## config.mk

```make
export PLATFORM = sky130hd
export DESIGN_NAME = div
export DESIGN_NICKNAME = d
export VERILOG_FILES = /design/src/rtl/div_pkg.sv /design/src/rtl/adder32.sv /design/src/rtl/div_step.sv /design/src/rtl/div.sv
export SDC_FILE = /design/constraint.sdc
export NUM_CORES = 1
export LEC_CHECK = 0
export CORE_AREA = 3 3 130 132
export CTS_CLUSTER_DIAMETER = 120
export DETAILED_ROUTE_END_ITERATION = 8
export DIE_AREA = 0 0 133 135
export PLACE_DENSITY = 0.85
export SYNTH_ARGS = -nofsm -noshare
export SYNTH_HDL_FRONTEND = slang
export SYNTH_SLANG_ARGS = --single-unit
export TNS_END_PERCENT = 50
```

## constraint.sdc

```tcl
create_clock -name clock -period 22.2 [get_ports clock]
set_input_delay 6.66 -clock clock [delete_from_list [all_inputs] [get_ports clock]]
set_output_delay 6.66 -clock clock [all_outputs]
set_load 0.01 [all_outputs]
```

## src/rtl/div_pkg.sv

```systemverilog
// Shared definitions for the multdiv unit: divider FSM encoding and iteration
// count, plus the multiplier ready count so the wrapper has one source for both.
package div_pkg;

    typedef enum logic [1:0] {
        DIV_IDLE = 2'd0,
        DIV_RUN  = 2'd1,
        DIV_FIX  = 2'd2,
        DIV_DONE = 2'd3
    } div_state_t;

    localparam int DIV_ITERS    = 32;
    localparam int DIV_CNT_W    = 6;
    localparam int DATA_W       = 32;

    // Cycles from start to ready for the radix-4 Booth multiplier.
    localparam int MULT_RDY_CNT = 16;

    localparam logic [DIV_CNT_W-1:0] DIV_LAST_ITER = DIV_CNT_W'(DIV_ITERS - 1);

endpackage

```

## src/rtl/adder32.sv

```systemverilog
// 32-bit ripple adder shared across the ALU and multdiv unit; flags assume the
// caller is forming x - y as x + ~y + 1.
module adder32 (
    input  logic [31:0] x,
    input  logic [31:0] y,
    input  logic        Cin,
    output logic [31:0] Sum,
    output logic        isNotEqual,
    output logic        isLessThan,
    output logic        overflow
);

    logic [32:0] carry;

    always_comb begin
        carry[0] = Cin;
        for (int i = 0; i < 32; i++) begin
            Sum[i]       = x[i] ^ y[i] ^ carry[i];
            carry[i + 1] = (x[i] & y[i]) | (carry[i] & (x[i] ^ y[i]));
        end
    end

    assign overflow   = carry[32] ^ carry[31];
    assign isNotEqual = |Sum;
    assign isLessThan = Sum[31] ^ overflow;

endmodule

```

## src/rtl/div_step.sv

```systemverilog
// One restoring-division iteration: shift the next dividend bit into the
// partial remainder, trial-subtract |B|, keep or restore.
module div_step (
    input  logic [32:0] rem,
    input  logic        next_bit,
    input  logic [31:0] mag_b,
    output logic [32:0] rem_next,
    output logic        q_bit
);

    logic [32:0] shifted;
    logic [31:0] diff;
    logic        ovf;
    logic        carry_31;
    logic        carry_out;
    logic        unused_ne;
    logic        unused_lt;

    assign shifted = {rem[31:0], next_bit};

    adder32 u_sub (
        .x          (shifted[31:0]),
        .y          (~mag_b),
        .Cin        (1'b1),
        .Sum        (diff),
        .isNotEqual (unused_ne),
        .isLessThan (unused_lt),
        .overflow   (ovf)
    );

    // adder32 exposes no carry-out; recover it from the bit-31 carry and overflow.
    assign carry_31  = diff[31] ^ shifted[31] ^ ~mag_b[31];
    assign carry_out = ovf ^ carry_31;

    // A set bit above 32 means the shifted remainder already exceeds any divisor.
    assign q_bit    = rem[32] | shifted[32] | carry_out;
    assign rem_next = q_bit ? {1'b0, diff} : shifted;

endmodule

```

## src/rtl/div.sv

```systemverilog
// Sequential signed 32-bit restoring divider: start pulse, 33-cycle latency,
// truncated quotient with a divide-by-zero flag.
module div
    import div_pkg::*;
(
    input  logic        clock,
    input  logic        reset,
    input  logic        ctrl_DIV,
    input  logic [31:0] data_operandA,
    input  logic [31:0] data_operandB,
    output logic [31:0] data_result,
    output logic        data_exception,
    output logic        data_resultRDY
);

    div_state_t           state_q, state_d;
    logic [32:0]          rem_q;
    logic [31:0]          quo_q;
    logic [31:0]          mag_b_q;
    logic                 sign_q;
    logic                 dbz_q;
    logic [DIV_CNT_W-1:0] count_q;

    logic [31:0] neg_a, neg_b, neg_q;
    logic [31:0] abs_a, abs_b, fixed_q;
    logic [32:0] rem_next;
    logic        q_bit;
    logic [2:0]  unused_ne, unused_lt, unused_ovf;

    adder32 u_neg_a (
        .x          (~data_operandA),
        .y          (32'd0),
        .Cin        (1'b1),
        .Sum        (neg_a),
        .isNotEqual (unused_ne[0]),
        .isLessThan (unused_lt[0]),
        .overflow   (unused_ovf[0])
    );

    adder32 u_neg_b (
        .x          (~data_operandB),
        .y          (32'd0),
        .Cin        (1'b1),
        .Sum        (neg_b),
        .isNotEqual (unused_ne[1]),
        .isLessThan (unused_lt[1]),
        .overflow   (unused_ovf[1])
    );

    adder32 u_neg_q (
        .x          (~quo_q),
        .y          (32'd0),
        .Cin        (1'b1),
        .Sum        (neg_q),
        .isNotEqual (unused_ne[2]),
        .isLessThan (unused_lt[2]),
        .overflow   (unused_ovf[2])
    );

    // -2^31 negates to itself, which is exactly its magnitude as unsigned.
    assign abs_a   = data_operandA[31] ? neg_a : data_operandA;
    assign abs_b   = data_operandB[31] ? neg_b : data_operandB;
    assign fixed_q = sign_q ? neg_q : quo_q;

    div_step u_step (
        .rem      (rem_q),
        .next_bit (quo_q[31]),
        .mag_b    (mag_b_q),
        .rem_next (rem_next),
        .q_bit    (q_bit)
    );

    always_comb begin
        // NOTE: default first so every path assigns state_d and no latch is inferred.
        state_d = state_q;
        if (ctrl_DIV) begin
            state_d = DIV_RUN;
        end else begin
            case (state_q)
                DIV_IDLE: state_d = DIV_IDLE;
                DIV_RUN:  if (count_q == DIV_LAST_ITER) state_d = DIV_FIX;
                DIV_FIX:  state_d = DIV_DONE;
                DIV_DONE: state_d = DIV_IDLE;
                default:  state_d = DIV_IDLE;
            endcase
        end
    end

    always_ff @(posedge clock) begin
        if (reset) begin
            state_q <= DIV_IDLE;
        end else begin
            state_q <= state_d;
        end
    end

    // The dividend is shifted out of quo_q's top while quotient bits enter at the bottom.
    always_ff @(posedge clock) begin
        if (reset) begin
            rem_q          <= '0;
            quo_q          <= '0;
            mag_b_q        <= '0;
            sign_q         <= 1'b0;
            dbz_q          <= 1'b0;
            count_q        <= '0;
            data_result    <= '0;
            data_exception <= 1'b0;
            data_resultRDY <= 1'b0;
        end else begin
            data_resultRDY <= 1'b0;
            if (ctrl_DIV) begin
                rem_q   <= '0;
                quo_q   <= abs_a;
                mag_b_q <= abs_b;
                sign_q  <= data_operandA[31] ^ data_operandB[31];
                dbz_q   <= (data_operandB == 32'd0);
                count_q <= '0;
            end else begin
                case (state_q)
                    DIV_RUN: begin
                        rem_q   <= rem_next;
                        quo_q   <= {quo_q[30:0], q_bit};
                        count_q <= count_q + 1'b1;
                    end
                    DIV_FIX: begin
                        data_result    <= dbz_q ? 32'd0 : fixed_q;
                        data_exception <= dbz_q;
                        data_resultRDY <= 1'b1;
                        count_q        <= '0;
                    end
                    default: ;
                endcase
            end
        end
    end

endmodule

```

Word level (Yosys, flattened, before mapping):

Index checks and enable logic that the tools add are counted.

* register bits: 141
* word-level logic and storage cells: 395

* add/subtract/negate cells: 1
* equality and inequality tests: 6
* reduce and logical (&&, ||, !) cells: 7
* bitwise gates (word level): 358
* muxes and demuxes: 12

Operators with widths (number)
* two-way mux 32 bit: 6
* XOR 1 bit: 161
* bitwise AND 1 bit: 153
* NOT 32 bit: 4
* OR 1 bit: 34
* two-way mux 33 bit: 1
* zero test 32 bit: 1
* one-hot mux 6 bit (2 select lines): 1
* adder 6 x 1 -> 6 bit, second input constant: 1
* == test 6 x 5 -> 1 bit, second input constant: 1
* NOT 1 bit: 6
* one-hot mux 2 bit (3 select lines): 1
* == test 2 bit, second input constant: 2
* nonzero test 2 bit: 2
* OR reduction 2 bit: 2
* != test 3 bit, second input constant: 1
* == test 2 x 1 -> 1 bit, second input constant: 1
* zero test 2 bit: 1
* two-way mux 1 bit: 2
* two-way mux 2 bit: 1
* != test 2 bit, second input constant: 1
* AND reduction 2 bit: 1

Logic depth before layout (Yosys ltp):

* word-level depth: 70
* mapped depth: 40

By module:

Synthesis repeated with hierarchy kept, for this count alone.

* cells, all modules: 1029
* area total of the unflattened synthesis: 10764.1 um2

Modules (own cells, without submodules)
* div: area each 6847.8 um2, cells each 742, instances 1
* adder32: area each 802.0 um2, cells each 53, instances 4
* div_step: area each 708.2 um2, cells each 75, instances 1

Least setup slack after synthesis:

No wires, ideal clock.

* path type: register to register
* from: reg quo_q[31]
* to: reg rem_q[11]
* path buffers: 2
* slack: 9360 ps
* clock period less this slack: 12840 ps
* cell stages (with the launch flop): 41
* setup time: 143 ps
* data required time: 22057 ps
* arrival time: 12697 ps
* cell sequence: dfxtp_1 > inv_1 > ha_1 > fa_1 > fa_1 > fa_1 > fa_1 > fa_1 > fa_1 > fa_1 > fa_1 > fa_1 > fa_1 > fa_1 > fa_1 > fa_1 > fa_1 > fa_1 > [5 not listed] > fa_1 > fa_1 > fa_1 > fa_1 > fa_1 > fa_1 > fa_1 > fa_1 > fa_1 > fa_1 > inv_1 > fa_1 > or3_1 > buf_6 > buf_6 > nand2_2 > o211ai_2 > a21oi_2

* word-level cells in the longest chain between the ends: 68
* elaborated cells on any way between the ends: 73
* those cells by class: mux: 1; bitwise: 72

Ends and longest elaborated chain
* from (decl): RTL line div.sv:18 `logic [31:0] quo_q;`
* from (signal assigned): RTL line div.sv:113 `quo_q <= abs_a;`
* from (signal assigned): RTL line div.sv:122 `quo_q <= {quo_q[30:0], q_bit};`
* bitwise AND 1 bit / XOR 1 bit (equally long branches): RTL line adder32.sv:19 `carry[i + 1] = (x[i] & y[i]) | (carry[i] & (x[i] ^ y[i]));`
* OR 1 bit (*): RTL line adder32.sv:19
* bitwise AND 1 bit (*): RTL line adder32.sv:19
* OR 1 bit (*): RTL line adder32.sv:19
* bitwise AND 1 bit (*): RTL line adder32.sv:19
* OR 1 bit (*): RTL line adder32.sv:19
* bitwise AND 1 bit (*): RTL line adder32.sv:19
* OR 1 bit (*): RTL line adder32.sv:19
* [52 not listed]
* bitwise AND 1 bit: RTL line adder32.sv:19
* OR 1 bit: RTL line adder32.sv:19
* bitwise AND 1 bit / XOR 1 bit (equally long branches): RTL line adder32.sv:19, adder32.sv:18
* OR 1 bit / XOR 1 bit (equally long branches): RTL line adder32.sv:19, div_step.sv:32
* XOR 1 bit (on tied branches): RTL line adder32.sv:23, div_step.sv:32
* XOR 1 bit: RTL line div_step.sv:33 `assign carry_out = ovf ^ carry_31;`
* OR 1 bit: RTL line div_step.sv:36 `assign q_bit = rem[32] | shifted[32] | carry_out;`
* two-way mux 33 bit (*): RTL line div_step.sv:37 `assign rem_next = q_bit ? {1'b0, diff} : shifted;`
* to (signal assigned): RTL line div.sv:121 `rem_q <= rem_next;`
* to (decl): RTL line div.sv:17 `logic [32:0] rem_q;`

Mark *: on every way between the ends. The rest lies on a longest branch, timed or not.
A chain may end at the register's enable or synchronous reset.

Final worst setup path:

* from: reg quo_q[31]
* to: reg rem_q[1]

* word-level cells in the longest chain between the ends: 68
* elaborated cells on any way between the ends: 73
* those cells by class: mux: 1; bitwise: 72

Ends and longest elaborated chain (RTL line)
* bitwise AND 1 bit / XOR 1 bit (equally long branches): adder32.sv:19
* OR 1 bit (*): adder32.sv:19
* bitwise AND 1 bit: adder32.sv:19
* OR 1 bit: adder32.sv:19
* bitwise AND 1 bit: adder32.sv:19
* OR 1 bit: adder32.sv:19
* bitwise AND 1 bit: adder32.sv:19
* OR 1 bit: adder32.sv:19
* [52 not listed]
* bitwise AND 1 bit: adder32.sv:19
* OR 1 bit: adder32.sv:19
* bitwise AND 1 bit / XOR 1 bit (equally long branches): adder32.sv:19, adder32.sv:18
* OR 1 bit / XOR 1 bit (equally long branches): adder32.sv:19, div_step.sv:32
* XOR 1 bit (on tied branches): adder32.sv:23, div_step.sv:32
* XOR 1 bit: div_step.sv:33
* OR 1 bit: div_step.sv:36
* two-way mux 33 bit (*): div_step.sv:37

Marks and branches as above.

==> reports/summary.txt <==
========================================================================================
Max-cap violations                                                                     0
Unrepaired setup endpoints after global routing                                    false
Crit path max fanout                                                                  64
Average routed wire per standard cell                                            15.7 um
Post-CTS Resized                                                                       0
Highest clock frequency the design can meet                                   0.0716 GHz
Min Hold Slack                                                                  0.476 ns
Clock transition at the registers of the reported paths                          0.06 ns
Static power due to leakage                                                      4.43 nW
ANT nets after route                                                                   0
Filler cells                                                                        1226
Routability congestion estimate from global placement                              0.802
Footprint of the flip-flops and latches                                        2820 um^2
Number of buffers on the longest clock path                                            2
Crit end category                                                              flip-flop
Number of flops mapped to enable cells by yosys                                        0
Global-route usage over all layers                                                 23.2%
Synth top area cells                                                        sky130_fd_sc_hd__dfxtp_1 31%, sky130_fd_sc_hd__ha_1 13%, sky130_fd_sc_hd__mux2i_1 7.3%
Number of failing setup endpoints in the final timing report                           0
Flop2flop setup slack                                                            8.23 ns
Total Power                                                                     0.662 mW
Cell Count Post-Placement                                                           1241
Power per cell area                                                         62.6 nW/um^2
Number of H-tree levels                                                                4
Setup Total Neg Slack                                                               0 ns
Syn nets                                                                            1184
Slowest-stage cell, CP                                                      sky130_fd_sc_hd__or3_4
N_diodes                                                                               0
Power share of the clock group                                                     39.6%
Final std cell area, no fill                                                  10600 um^2
Endpoint of the lowest-slack register-to-register path                          rem_q[1]
Crit path largest cell delay                                                     0.78 ns
Highest routed metal layer                                                          met4
Pre-CTS worst setup slack                                                        8.22 ns
Clock latency reported for the late side of the worst-skew pair                  0.43 ns
Mean instance size in the synthesized netlist                                  9.17 um^2
Post-layout minimum cycle time                                                  13.97 ns
Switching fraction of total power                                                  28.3%
Total internal power                                                            0.475 mW
Actual transition at the worst max-transition pin                                1.16 ns
Startpoint of the lowest-slack hold path                                       rem_q[32]
Layout-stage area growth over the synthesis result                                 16.4%
Iteration-0 DRC Markers                                                              405
Startpoint of the worst register-to-register path                              quo_q[31]
Crit path DAT                                                                   14.23 ns
Largest net degree at the start of global routing                                    103
Hold-critical path depth                                                               1
Worst min path class                                                        flip-flop to flip-flop
Yosys warnings                                                                         0
Width of the die                                                                  133 um
Clock root buffer                                                           sky130_fd_sc_hd__clkbuf_16
Chip height                                                                       135 um
Clock tree from TritonCTS                                                          built
Critical path start-end classification                                      flip-flop to flip-flop
Layout Nets                                                                         1236
Met3 layer wire length in the routed design                                      1060 um
Number of flip-flops and latches in the synthesized netlist                          141
Final Hold Vio Count                                                                   0
Placed cell areas                                                             10100 um^2
Slew HR                                                                            22.9%
Port bufs                                                                            100
Top Ports                                                                            101
Logic depth of the worst register-to-register path                                    38
Leading cell types by count after synthesis                                 141 x sky130_fd_sc_hd__dfxtp_1, 130 x sky130_fd_sc_hd__inv_1, 94 x sky130_fd_sc_hd__ha_1, 78 x sky130_fd_sc_hd__nor2_1, 66 x sky130_fd_sc_hd__mux2i_1
Post-layout util                                                                   66.9%
Number of search-and-repair iterations in the first detailed-routing pass              7
Highest ir drop seen on vdd                                                      60.3 uV
Synth Flop Type                                                             sky130_fd_sc_hd__dfxtp_1
Switching Power                                                                 0.188 mW
Sequential-to-total area share from yosys stat                                     31.0%
Cell with the most instances after synthesis                                sky130_fd_sc_hd__dfxtp_1
Slew Viols, Final                                                                      0
DR WL met2                                                                       9560 um
Detail Placement HPWL                                                           13300 um
Post-synthesis cell count                                                            992
Area of the core region                                                       15800 um^2
Unique masters post-synth                                                             39
Layout Skew                                                                   0.00861 ns
Area share of the largest cell type after synthesis                                31.0%
Total global routing overflow                                                          0
TritonCTS buffer count                                                                17
DIE AREA                                                                      18000 um^2
Cell Area, Synth                                                               9090 um^2
Buffer and inverter count on the worst path                                            2
CP Data Required Time                                                           22.46 ns
Result of the run                                                           complete, no violations
Delay-heaviest family, CP                                                    adder cells
Part of the cycle the worst path needs                                             62.9%
Number of vias per cell                                                             5.58
Initial core utilization                                                           57.4%
Final std cells w/o fill                                                            1273
Share of total power in sequential cells                                           41.3%
Most used cell, CP                                                          sky130_fd_sc_hd__fa_1
Async set-reset flop share out of synthesis                                           0%
Combinational cell fraction of total power                                         19.2%
Post-CTS setup buffers                                                                 0
Number of antenna violations at the first check in global routing                      0
WL final                                                                        20000 um
Post-route DRC violation count                                                         0
Multi-input gate area                                                          5450 um^2
Clock net sink count                                                                 141
Wire length of the first global-routing pass                                    34100 um
Cell taking the most area after synthesis                                   sky130_fd_sc_hd__dfxtp_1
Number of global-route vias before repair                                           7160
Share of final-layout standard cells stronger than drive strength 1                12.1%
Total via count in the routed design                                                7107
Min-Delay Endpoint                                                             rem_q[32]
WL met1                                                                          9000 um
Number of core rows                                                                   46
PnR worst setup slack                                                            8.23 ns
Post-CTS Hold Fix Bufs                                                                 0
Launching element type of the critical path                                    flip-flop
========================================================================================
## area by class of cell
class,instances,area share [%]
tap,216,2.55
clock buffer,23,4.33
sequential,141,26.7
clock inverter,9,0.662
multi-input combinational,649,51.5
timing repair buffer,105,9.67
inverter,130,4.61
## registers in the layout, indices dropped and copies added, names as in the netlist
signal          count
dbz_q               1
mag_b_q            32
quo_q              32
state_q             2
data_exception      1
rem_q              33
count_q             6
data_resultRDY      1
data_result        32
sign_q              1
## cells by family after synthesis
group | count (synthesis) | synth area share (%)
and+or+nand+nor | 226 | 11.7
AOI/OAI and AO/OA | 225 | 20.4
buffers and inverters | 202 | 9.21
DFF | 141 | 31.0
adders and majority gates | 125 | 19.8
muxes | 67 | 7.39
xor gates and xnor gates | 6 | 0.578
## worst max-delay path by stage
stage                end  startpoint  cells after the start  slack [ns]
6_report        rem_q[1]   quo_q[31]                     38        8.23
5_1_grt         rem_q[1]   quo_q[31]                     38        7.70
4_1_cts         quo_q[0]   quo_q[31]                     38        8.23
3_5_place_dp    quo_q[0]   quo_q[31]                     38        8.22
3_3_place_gp    quo_q[0]   quo_q[31]                     38        8.45
2_1_floorplan  rem_q[11]   quo_q[31]                     40        9.36
## layer usage
| layer | track usage, % | vias to the layer above |
|---|---|---|
| li1 | - | 3487 |
| met1 | 29.8 | 3417 |
| met2 | 38.1 | 165 |
| met3 | 5.92 | 38 |
| met4 | 8.26 | 0 |
| met5 | 0 | - |
## placed cells by master, fill, tap and decap left out, types with 3 or more instances in the layout
| cell type | Yosys | final |
|---|---|---|
| sky130_fd_sc_hd__a211oi_1 | 63 | 63 |
| sky130_fd_sc_hd__a21oi_1 | 5 | 5 |
| sky130_fd_sc_hd__a21oi_2 | 29 | 29 |
| sky130_fd_sc_hd__a22oi_1 | 31 | 31 |
| sky130_fd_sc_hd__buf_4 | 6 | 7 |
| sky130_fd_sc_hd__clkbuf_1 | 31 | 5 |
| sky130_fd_sc_hd__clkbuf_16 | 0 | 17 |
| sky130_fd_sc_hd__clkdlybuf4s50_1 | 0 | 96 |
| sky130_fd_sc_hd__clkinv_2 | 0 | 8 |
| sky130_fd_sc_hd__dfxtp_1 | 141 | 141 |
| sky130_fd_sc_hd__fa_1 | 31 | 31 |
| sky130_fd_sc_hd__ha_1 | 94 | 93 |
| sky130_fd_sc_hd__inv_1 | 130 | 130 |
| sky130_fd_sc_hd__mux2i_1 | 66 | 66 |
| sky130_fd_sc_hd__nand2_1 | 65 | 65 |
| sky130_fd_sc_hd__nand2_2 | 29 | 29 |
| sky130_fd_sc_hd__nand2b_1 | 32 | 32 |
| sky130_fd_sc_hd__nand4_1 | 3 | 3 |
| sky130_fd_sc_hd__nor2_1 | 78 | 77 |
| sky130_fd_sc_hd__nor4_1 | 6 | 6 |
| sky130_fd_sc_hd__o211a_1 | 30 | 30 |
| sky130_fd_sc_hd__o211ai_2 | 29 | 29 |
| sky130_fd_sc_hd__o21ai_0 | 32 | 32 |
| sky130_fd_sc_hd__xnor2_1 | 3 | 3 |
| sky130_fd_sc_hd__xor2_1 | 3 | 3 |
## power groups by stage
stage,Combinational (mW),Sequential [mW],Clock (mW)
final,0.127,0.273,0.262
after floorplan,0.0935,0.277,0
after CTS,0.127,0.273,0.266
after global placement,0.121,0.278,0
after global routing,0.142,0.275,0.277
after detailed placement,0.125,0.279,0
No activity file was read; power rests on OpenSTA's default activity.
